$ cat config.mk
export PLATFORM = sky130hd
export DESIGN_NAME = adc_scan_sequencer
export DESIGN_NICKNAME = d
export VERILOG_FILES = /design/src/rtl/adc_scan_sequencer.sv
export SDC_FILE = /design/constraint.sdc
export NUM_CORES = 1
export LEC_CHECK = 0
export ABC_AREA = 1
export CELL_PAD_IN_SITES_DETAIL_PLACEMENT = 0
export CELL_PAD_IN_SITES_GLOBAL_PLACEMENT = 1
export CORE_ASPECT_RATIO = 0.75
export CORE_UTILIZATION = 35
export DETAILED_ROUTE_END_ITERATION = 8
export PLACE_DENSITY_LB_ADDON = 0.12
export SYNTH_ARGS = -nofsm -noshare
export SYNTH_HDL_FRONTEND = slang
export SYNTH_SLANG_ARGS = --single-unit
$ cat constraint.sdc
create_clock -name clk -period 1.8 [get_ports clk]
set_input_delay 0.36 -clock clk [delete_from_list [all_inputs] [get_ports clk]]
set_output_delay 0.36 -clock clk [all_outputs]
set_load 0.005 [all_outputs]
$ cat src/rtl/adc_scan_sequencer.sv
`timescale 1ns/1ps
`default_nettype none
//==============================================================================
// Module      : adc_scan_sequencer
// Description : Time-shares one ADC across NUM_CH phase-current channels.
//               A free-running scan-tick counter (SAMPLE_DIV cycles per tick)
//               launches a scan. The scan converts channels 0..NUM_CH-1 in
//               turn over a start/done handshake. Each captured sample goes
//               out as a one-cycle valid strobe tagged with its channel.
//               Sticky flags report scan overruns and per-conversion ADC
//               timeouts to the trip logic.
// Revision    : 1.0 - initial release
//------------------------------------------------------------------------------
// Ports
//   clk           in   1       system clock
//   reset         in   1       synchronous, active-high reset
//   enable        in   1       runs the scan-tick counter (0 forces it to 0)
//   err_clear     in   1       clears the sticky error flags
//   adc_done      in   1       conversion complete, qualifies adc_data
//   adc_data      in   DATA_W  conversion result
//   adc_start     out  1       one-cycle conversion request
//   adc_ch        out  2       ADC mux channel, stable from start until done
//   sample_valid  out  1       one-cycle strobe: sample_data/sample_ch valid
//   sample_data   out  DATA_W  captured sample
//   sample_ch     out  2       channel of sample_data
//   busy          out  1       scan in progress
//   overrun_err   out  1       sticky: scan tick arrived while busy
//   timeout_err   out  1       sticky: a conversion timed out
//==============================================================================
module adc_scan_sequencer #(
    parameter int DATA_W     = 16,
    parameter int NUM_CH     = 3,
    parameter int SAMPLE_DIV = 1000,
    parameter int TIMEOUT    = 255
) (
    input  logic              clk,
    input  logic              reset,
    input  logic              enable,
    input  logic              err_clear,
    input  logic              adc_done,
    input  logic [DATA_W-1:0] adc_data,
    output logic              adc_start,
    output logic [1:0]        adc_ch,
    output logic              sample_valid,
    output logic [DATA_W-1:0] sample_data,
    output logic [1:0]        sample_ch,
    output logic              busy,
    output logic              overrun_err,
    output logic              timeout_err
);

    //--------------------------------------------------------------------------
    // Constants
    //--------------------------------------------------------------------------
    localparam int CNT_W  = (SAMPLE_DIV > 1) ? $clog2(SAMPLE_DIV) : 1;
    // The wait counter only has to reach TIMEOUT-1.
    localparam int WAIT_W = (TIMEOUT > 1) ? $clog2(TIMEOUT) : 1;

    localparam logic [CNT_W-1:0]  c_div_last  = CNT_W'(SAMPLE_DIV - 1);
    localparam logic [WAIT_W-1:0] c_wait_last = WAIT_W'(TIMEOUT - 1);
    localparam logic [1:0]        c_last_ch   = 2'(NUM_CH - 1);

    localparam logic [1:0] c_st_idle  = 2'd0;
    localparam logic [1:0] c_st_start = 2'd1;
    localparam logic [1:0] c_st_wait  = 2'd2;

    //--------------------------------------------------------------------------
    // Registers and wires
    //--------------------------------------------------------------------------
    logic [CNT_W-1:0]  r_tick_cnt;
    logic [1:0]        r_state;
    logic [1:0]        r_ch;
    logic [WAIT_W-1:0] r_wait_cnt;
    logic              r_adc_start;
    logic              r_sample_valid;
    logic [DATA_W-1:0] r_sample_data;
    logic [1:0]        r_sample_ch;
    logic              r_busy;
    logic              r_overrun_err;
    logic              r_timeout_err;

    logic w_tick;
    logic w_in_wait;
    logic w_wait_last;
    logic w_conv_exit;
    logic w_overrun_set;
    logic w_timeout_set;

    //--------------------------------------------------------------------------
    // Scan-tick counter
    //--------------------------------------------------------------------------
    // The tick is combinational on the terminal count so the scan launches on
    // the cycle right after it (adc_start at T+1).
    assign w_tick = enable && (r_tick_cnt == c_div_last);

    always_ff @(posedge clk) begin
        if (reset) begin
            r_tick_cnt <= '0;
        end else if (!enable) begin
            r_tick_cnt <= '0;
        end else if (r_tick_cnt == c_div_last) begin
            r_tick_cnt <= '0;
        end else begin
            r_tick_cnt <= r_tick_cnt + 1'b1;
        end
    end

    //--------------------------------------------------------------------------
    // Conversion exit conditions
    //--------------------------------------------------------------------------
    // A conversion leaves WAIT on adc_done or on its last allowed cycle.
    // When both happen together, done wins and no timeout is flagged.
    assign w_in_wait     = (r_state == c_st_wait);
    assign w_wait_last   = (r_wait_cnt == c_wait_last);
    assign w_conv_exit   = w_in_wait && (adc_done || w_wait_last);
    assign w_timeout_set = w_in_wait && !adc_done && w_wait_last;
    // A tick while a scan is running is dropped and reported.
    assign w_overrun_set = w_tick && (r_state != c_st_idle);

    //--------------------------------------------------------------------------
    // Scan state machine
    //--------------------------------------------------------------------------
    // adc_start and busy are registered alongside the state transitions, so
    // adc_start is high exactly in the START cycle and busy mirrors
    // (state != IDLE) without a decode on the outputs.
    always_ff @(posedge clk) begin
        if (reset) begin
            r_state        <= c_st_idle;
            r_ch           <= 2'd0;
            r_wait_cnt     <= '0;
            r_adc_start    <= 1'b0;
            r_sample_valid <= 1'b0;
            r_sample_data  <= '0;
            r_sample_ch    <= 2'd0;
            r_busy         <= 1'b0;
        end else begin
            r_adc_start    <= 1'b0;
            r_sample_valid <= 1'b0;

            case (r_state)
                c_st_idle: begin
                    if (w_tick) begin
                        r_ch        <= 2'd0;
                        r_state     <= c_st_start;
                        r_adc_start <= 1'b1;
                        r_busy      <= 1'b1;
                    end
                end

                c_st_start: begin
                    r_wait_cnt <= '0;
                    r_state    <= c_st_wait;
                end

                c_st_wait: begin
                    if (w_conv_exit) begin
                        // A timed-out conversion leaves sample_data untouched.
                        if (adc_done) begin
                            r_sample_data  <= adc_data;
                            r_sample_ch    <= r_ch;
                            r_sample_valid <= 1'b1;
                        end
                        if (r_ch < c_last_ch) begin
                            r_ch        <= r_ch + 2'd1;
                            r_state     <= c_st_start;
                            r_adc_start <= 1'b1;
                        end else begin
                            r_state <= c_st_idle;
                            r_busy  <= 1'b0;
                        end
                    end else begin
                        r_wait_cnt <= r_wait_cnt + 1'b1;
                    end
                end

                default: begin
                    r_state <= c_st_idle;
                    r_busy  <= 1'b0;
                end
            endcase
        end
    end

    //--------------------------------------------------------------------------
    // Sticky error flags: a new event outranks a same-cycle clear.
    //--------------------------------------------------------------------------
    always_ff @(posedge clk) begin
        if (reset) begin
            r_overrun_err <= 1'b0;
            r_timeout_err <= 1'b0;
        end else begin
            if (w_overrun_set) begin
                r_overrun_err <= 1'b1;
            end else if (err_clear) begin
                r_overrun_err <= 1'b0;
            end

            if (w_timeout_set) begin
                r_timeout_err <= 1'b1;
            end else if (err_clear) begin
                r_timeout_err <= 1'b0;
            end
        end
    end

    //--------------------------------------------------------------------------
    // Outputs
    //--------------------------------------------------------------------------
    assign adc_start    = r_adc_start;
    assign adc_ch       = r_ch;
    assign sample_valid = r_sample_valid;
    assign sample_data  = r_sample_data;
    assign sample_ch    = r_sample_ch;
    assign busy         = r_busy;
    assign overrun_err  = r_overrun_err;
    assign timeout_err  = r_timeout_err;

endmodule
`default_nettype wire
# [Yosys cells after proc, flatten, opt, wreduce, memory -nomap -nowiden]
# Index checks and enable logic that the tools add are counted.
[word_totals] ff_bits=45 input_bits=21 word_cells=70
[op_classes] bitwise_logic=4 reduce_logical=20 addsub=3 n_mux=22 n_lt_le_gt_ge=1 n_eq_ne=9
[op_table] op="$pmux 8 s2" n=1
[op_table] op="$mux 1" n=11
[op_table] op="$add 10x1->10 const B" n=1
[op_table] op="$eq 10x10->1 const B" n=1
[op_table] op="$mux 2" n=5
[op_table] op="$reduce_bool 2->1" n=5
[op_table] op="$add 8x1->8 const B" n=1
[op_table] op="$eq 8x8->1 const B" n=1
[op_table] op="$mux 8" n=1
[op_table] op="$reduce_and 4->1" n=2
[op_table] op="$ne 2x2->1 const B" n=3
[op_table] op="$pmux 2 s3" n=1
[op_table] op="$reduce_or 3->1" n=2
[op_table] op="$logic_and 1x1->1" n=5
[op_table] op="$ne 2x1->1 const B" n=2
[op_table] op="$not 1->1" n=4
[op_table] op="$pmux 2 s2" n=1
[op_table] op="$reduce_and 2->1" n=2
[op_table] op="$pmux 1 s3" n=1
[op_table] op="$reduce_and 3->1" n=1
[op_table] op="$add 2x1->2 const B" n=1
[op_table] op="$eq 2x1->1 const B" n=1
[op_table] op="$eq 2x2->1 const B" n=1
[op_table] op="$logic_not 2->1" n=1
[op_table] op="4 further kinds" n=4

# [Longest topological paths before layout]
[depth] ltp_word=5 depth_mapped=12 depth_no_buf=12

# [Worst setup path after synthesis]
# OpenSTA, ideal clock, no wires.
[synth_timing] kind="flip-flop to flip-flop" startpoint="register r_wait_cnt[0]" endpoint="register r_ch[0], in the netlist adc_ch[0]" path_stages_with_launch=12 synth_period_minus_slack_ns=1.268 setup_ns=0.110 slack_ns=0.532 t_arrival_ns=1.158 required_ns=1.690 path_cell_list="dfxtp_1 > inv_1 > ha_1 > nand2_1 > nor2_1 > nand2_2 > nand2_4 > inv_4 > nor2_4 > nand3_2 > nand3_1 > inv_1"
[synth_between] elab_chain_len=5
[synth_lines] element="start: declaration" line_no="73" text="logic [WAIT_W-1:0] r_wait_cnt;"
[synth_lines] element="start signal: assignment" line_no="172" text="r_wait_cnt <= r_wait_cnt + 1'b1;"
[synth_lines] element="$eq 8x8->1" line_no="114" text="assign w_wait_last = (r_wait_cnt == c_wait_last);"
[synth_lines] element="$logic_or 1x1->1" line_no="115" text="assign w_conv_exit = w_in_wait && (adc_done || w_wait_last);"
[synth_lines] element="$logic_and 1x1->1" line_no="115"
[synth_lines] element="$ne 2x1->1 (no line)"
[synth_lines] element="$reduce_and 4->1 (no line)"
[synth_lines] element="end signal: assignment" line_no="164" text="r_ch <= r_ch + 2'd1;"
[synth_lines] element="end: declaration" line_no="72" text="logic [1:0] r_ch;"
# Every way passes these cells.
# A chain may end at the register's enable or synchronous reset.

# [Worst setup path in the final report]
[layout_timing] startpoint="register r_ch[0], in the netlist adc_ch[0]" endpoint="output port adc_ch[0]"
[layout_rtl] element="end: declaration" line_no="43" text="output logic [1:0] adc_ch,"
# No word-level cell between the ends.

==> results_dict.tcl <==
set metrics [dict create \
    outcome "finished, final reports clean" \
    rsz0062_at_grt "no" \
    ys_ff_latch 45 \
    ys.flop_type "dfxtp_1" \
    syn_area_um2 1880 \
    nNetsFinal 324 \
    cts_hold_buffers 0 \
    min_path_cells 2 \
    netlist_instances 249 \
    seq_power_share_pct 58.8 \
    grt_pass1_vias 1564 \
    avgSynthCellArea_um2 7.54 \
    area_growth_pct 34.1 \
    r2r_cells 9 \
    cts_resized 0 \
    wl_um 4260 \
    synth_seq_area_share_pct 48.0 \
    dp.cells 365 \
    slowest_delay_ns 0.54 \
    drc 0 \
    grt_pass1_wl_um 7240 \
    cts_max_level 2 \
    dieWidth_um 86.6 \
    drv_cap 0 \
    start_util_pct 37.5 \
    rows 22 \
    stdcell_count 372 \
    vias_per_cell 4.58 \
    numCtsBuffers 5 \
    post_drt_wl_per_cell_um 11.4 \
    clockRootBuffer "clkbuf_8" \
    achievable-frequency_mhz 632 \
    hp-class "register to register" \
    syn_nets 273 \
    yosysWarnings 0 \
    cts.reportedPaths.clkPinSlew_ns 0.07 \
    hold_end "sample_data[4]" \
    synth_edf_count 0 \
    cpMaxStageDelayCell "clkdlybuf4s50_1" \
    synth_cell_types 28 \
    async_reset_ff_share_pct 0 \
    internal_power_uw 1350 \
    maxSlewHeadroom_pct 78.0 \
    crit_fanout 4 \
    r2r_end "r_tick_cnt[8]" \
    boundaryPins 46 \
    power_frac_comb_pct 4.8 \
    switchingPower_uw 349 \
    cts_setup_buffers 0 \
    setup_tns_ns 0 \
    startpoint "adc_ch[0]" \
    hold_violations 0 \
    tightest_slew_ns 0.329 \
    worstHoldStart "sample_data[4]" \
    finalSetupViolations 0 \
    peakVddDrop_uv 352 \
    cp.arrival_ns 1.22 \
    grt_start_max_net_pins 30 \
    drtIter0Drc 68 \
    synth_area_leader_cell "dfxtp_1" \
    synth_top_area_share_pct 48.0 \
    cts_tree "yes" \
    clock_latency_ns 0.29 \
    regToRegStartpoint "r_tick_cnt[0]" \
    fp.coreArea_um2 5010 \
    required_ns 1.44 \
    track_usage_pct 16.5 \
    path_cells "clkdlybuf4s50_1" \
    critPathCaptureType "output port" \
    crit_type "register to output port" \
    overflow 0 \
    start_kind "register" \
    final.min_clock_period_ns 1.58 \
    drive_above_1_share_pct 8.33 \
    crit_buf_inv 1 \
    ant_nets 0 \
    firstDrtPassIters 4 \
    p_sw_share_pct 20.6 \
    fin_worst_skew_ns 0.00455 \
    p_leak_uw 0.000906 \
    dieArea_um2 5660 \
    antenna_cells 0 \
    powerDensity_nw_per_um2 674 \
    vias 1703 \
    hpwl_um 3110 \
    rrSetupSlack_ns 0.36 \
    drv_slew 0 \
    clock_sinks 45 \
    ctsLongestPathBuffers 2 \
    synthTopCellsByArea "dfxtp_1 (48%), nand2_1 (11%), a21oi_1 (8.5%)" \
    fin_crit_sh_pct 87.9 \
    grt_antenna_before_repair 0 \
    crit_family "buffers and inverters" \
    place.port_buffers 45 \
    pwr-share-clk_pct 36.3 \
    fp.dieH_um 65.4 \
    place.gp.congestion 0.752 \
]
[sequential cells by signal, indices dropped and copies added (netlist names)]
name / flops
r_tick_cnt: 10
adc_start: 1
timeout_err: 1
overrun_err: 1
busy: 1
r_state: 2
sample_data: 16
r_wait_cnt: 8
adc_ch: 2
sample_valid: 1
sample_ch: 2
[metrics by stage]
| step | utilization (%) | hold WS [ns] | worst slack [ns] | instance area (um2) | total power (uW) |
|---|---|---|---|---|---|
| 2_1_floorplan | - | 0.418 | 0.532 | 1880 | 1050 |
| 4_1_cts | 50.2 | 0.464 | 0.202 | 2520 | 1730 |
| 3_5_place_dp | 48.5 | 0.453 | 0.187 | 2430 | 1100 |
| 5_1_grt | 50.2 | 0.475 | 0.141 | 2520 | 1780 |
| 3_3_place_gp | 48.5 | 0.430 | 0.208 | 2430 | 1110 |
| 6_report | 50.2 | 0.460 | 0.218 | 2520 | 1700 |
[cell usage after synthesis, types with 2 or more instances]
master and n:
nand4_1 2, nand2_2 3, o21ai_0 4, nor3_1 4, dfxtp_1 45, nor2_1 26, nand2_1 55, buf_2 2
clkbuf_1 3, nor2_4 2, ha_1 3, nand2_4 2, nand3_2 2, inv_1 22, nand3_1 28, a21oi_1 32
nor3b_1 2, xor2_1 2
[worst reg2reg max path: stages, from the launching register on]
cell and delay, ns:
dfxtp_1 0.37, ha_1 0.18, nand2_1 0.07, inv_1 0.08
nand2_1 0.07, nor2_1 0.13, nand2_1 0.11, nor2_1 0.14
a21oi_1 0.08, o21a_1 0.10
[metal layers]
| layer | share of wire [%] | GRT usage (%) | vias to the layer above |
|---|---|---|---|
| met4 | 1.3 | 5.63 | 0 |
| met1 | 52 | 23.5 | 757 |
| met2 | 41 | 23.8 | 36 |
| met5 | 0 | 0 | - |
| li1 | - | - | 904 |
| met3 | 5.6 | 4.65 | 6 |
[power groups by stage]
stage / Sequential [uW] / Clock [uW] / Combinational, uW
floorplan: 1020 / 0 / 24.6
global placement: 1020 / 0 / 83.4
detailed placement: 1020 / 0 / 82.4
CTS: 998 / 652 / 82.6
global route: 999 / 691 / 89.2
finish: 998 / 616 / 82.0
[cell usage in the layout, fill, tap and decap left out, types with 2 or more instances in the layout]
cell and n:
nand2_1 55, dfxtp_1 45, clkdlybuf4s50_1 45, a21oi_1 32, nand3_1 28, nor2_1 26
inv_1 22, clkbuf_8 6, buf_4 6, nor3_1 4, o21ai_0 4, nand2_2 3
ha_1 3, nor2_4 2, nand3_2 2, xor2_1 2, nor3b_1 2, nand2_4 2
nand4_1 2
[how the worst max path moves through the flow]
stage / end / slack [ns] / cells past startpoint
finish: adc_ch[0] / 0.22 / 1
global route: r_tick_cnt[8] / 0.14 / 9
CTS: adc_ch[0] / 0.20 / 1
detailed placement: r_wait_cnt[1] / 0.19 / 7
global placement: busy / 0.21 / 8
floorplan: adc_ch[0] / 0.53 / 11
[logic make-up after synthesis]
family	Yosys count	synth area share [%]
and+or+nand+nor	129	31.7
AOI/OAI and AO/OA	38	10.5
adders and majority gates	3	2.00
buffers and inverters	32	6.93
xor gates and xnor gates	2	0.934
DFF	45	48.0
[final cells by class]
cell class | instances | area, um2
Sequential cell | 45 | 901
Multi-Input combinational cell | 172 | 846
Tap cell | 72 | 90.1
Inverter | 25 | 97.6
Timing Repair Buffer | 51 | 495
Clock buffer | 7 | 86.3
Fill cell | 508 | 2490
No activity file was read; power rests on OpenSTA's default activity.
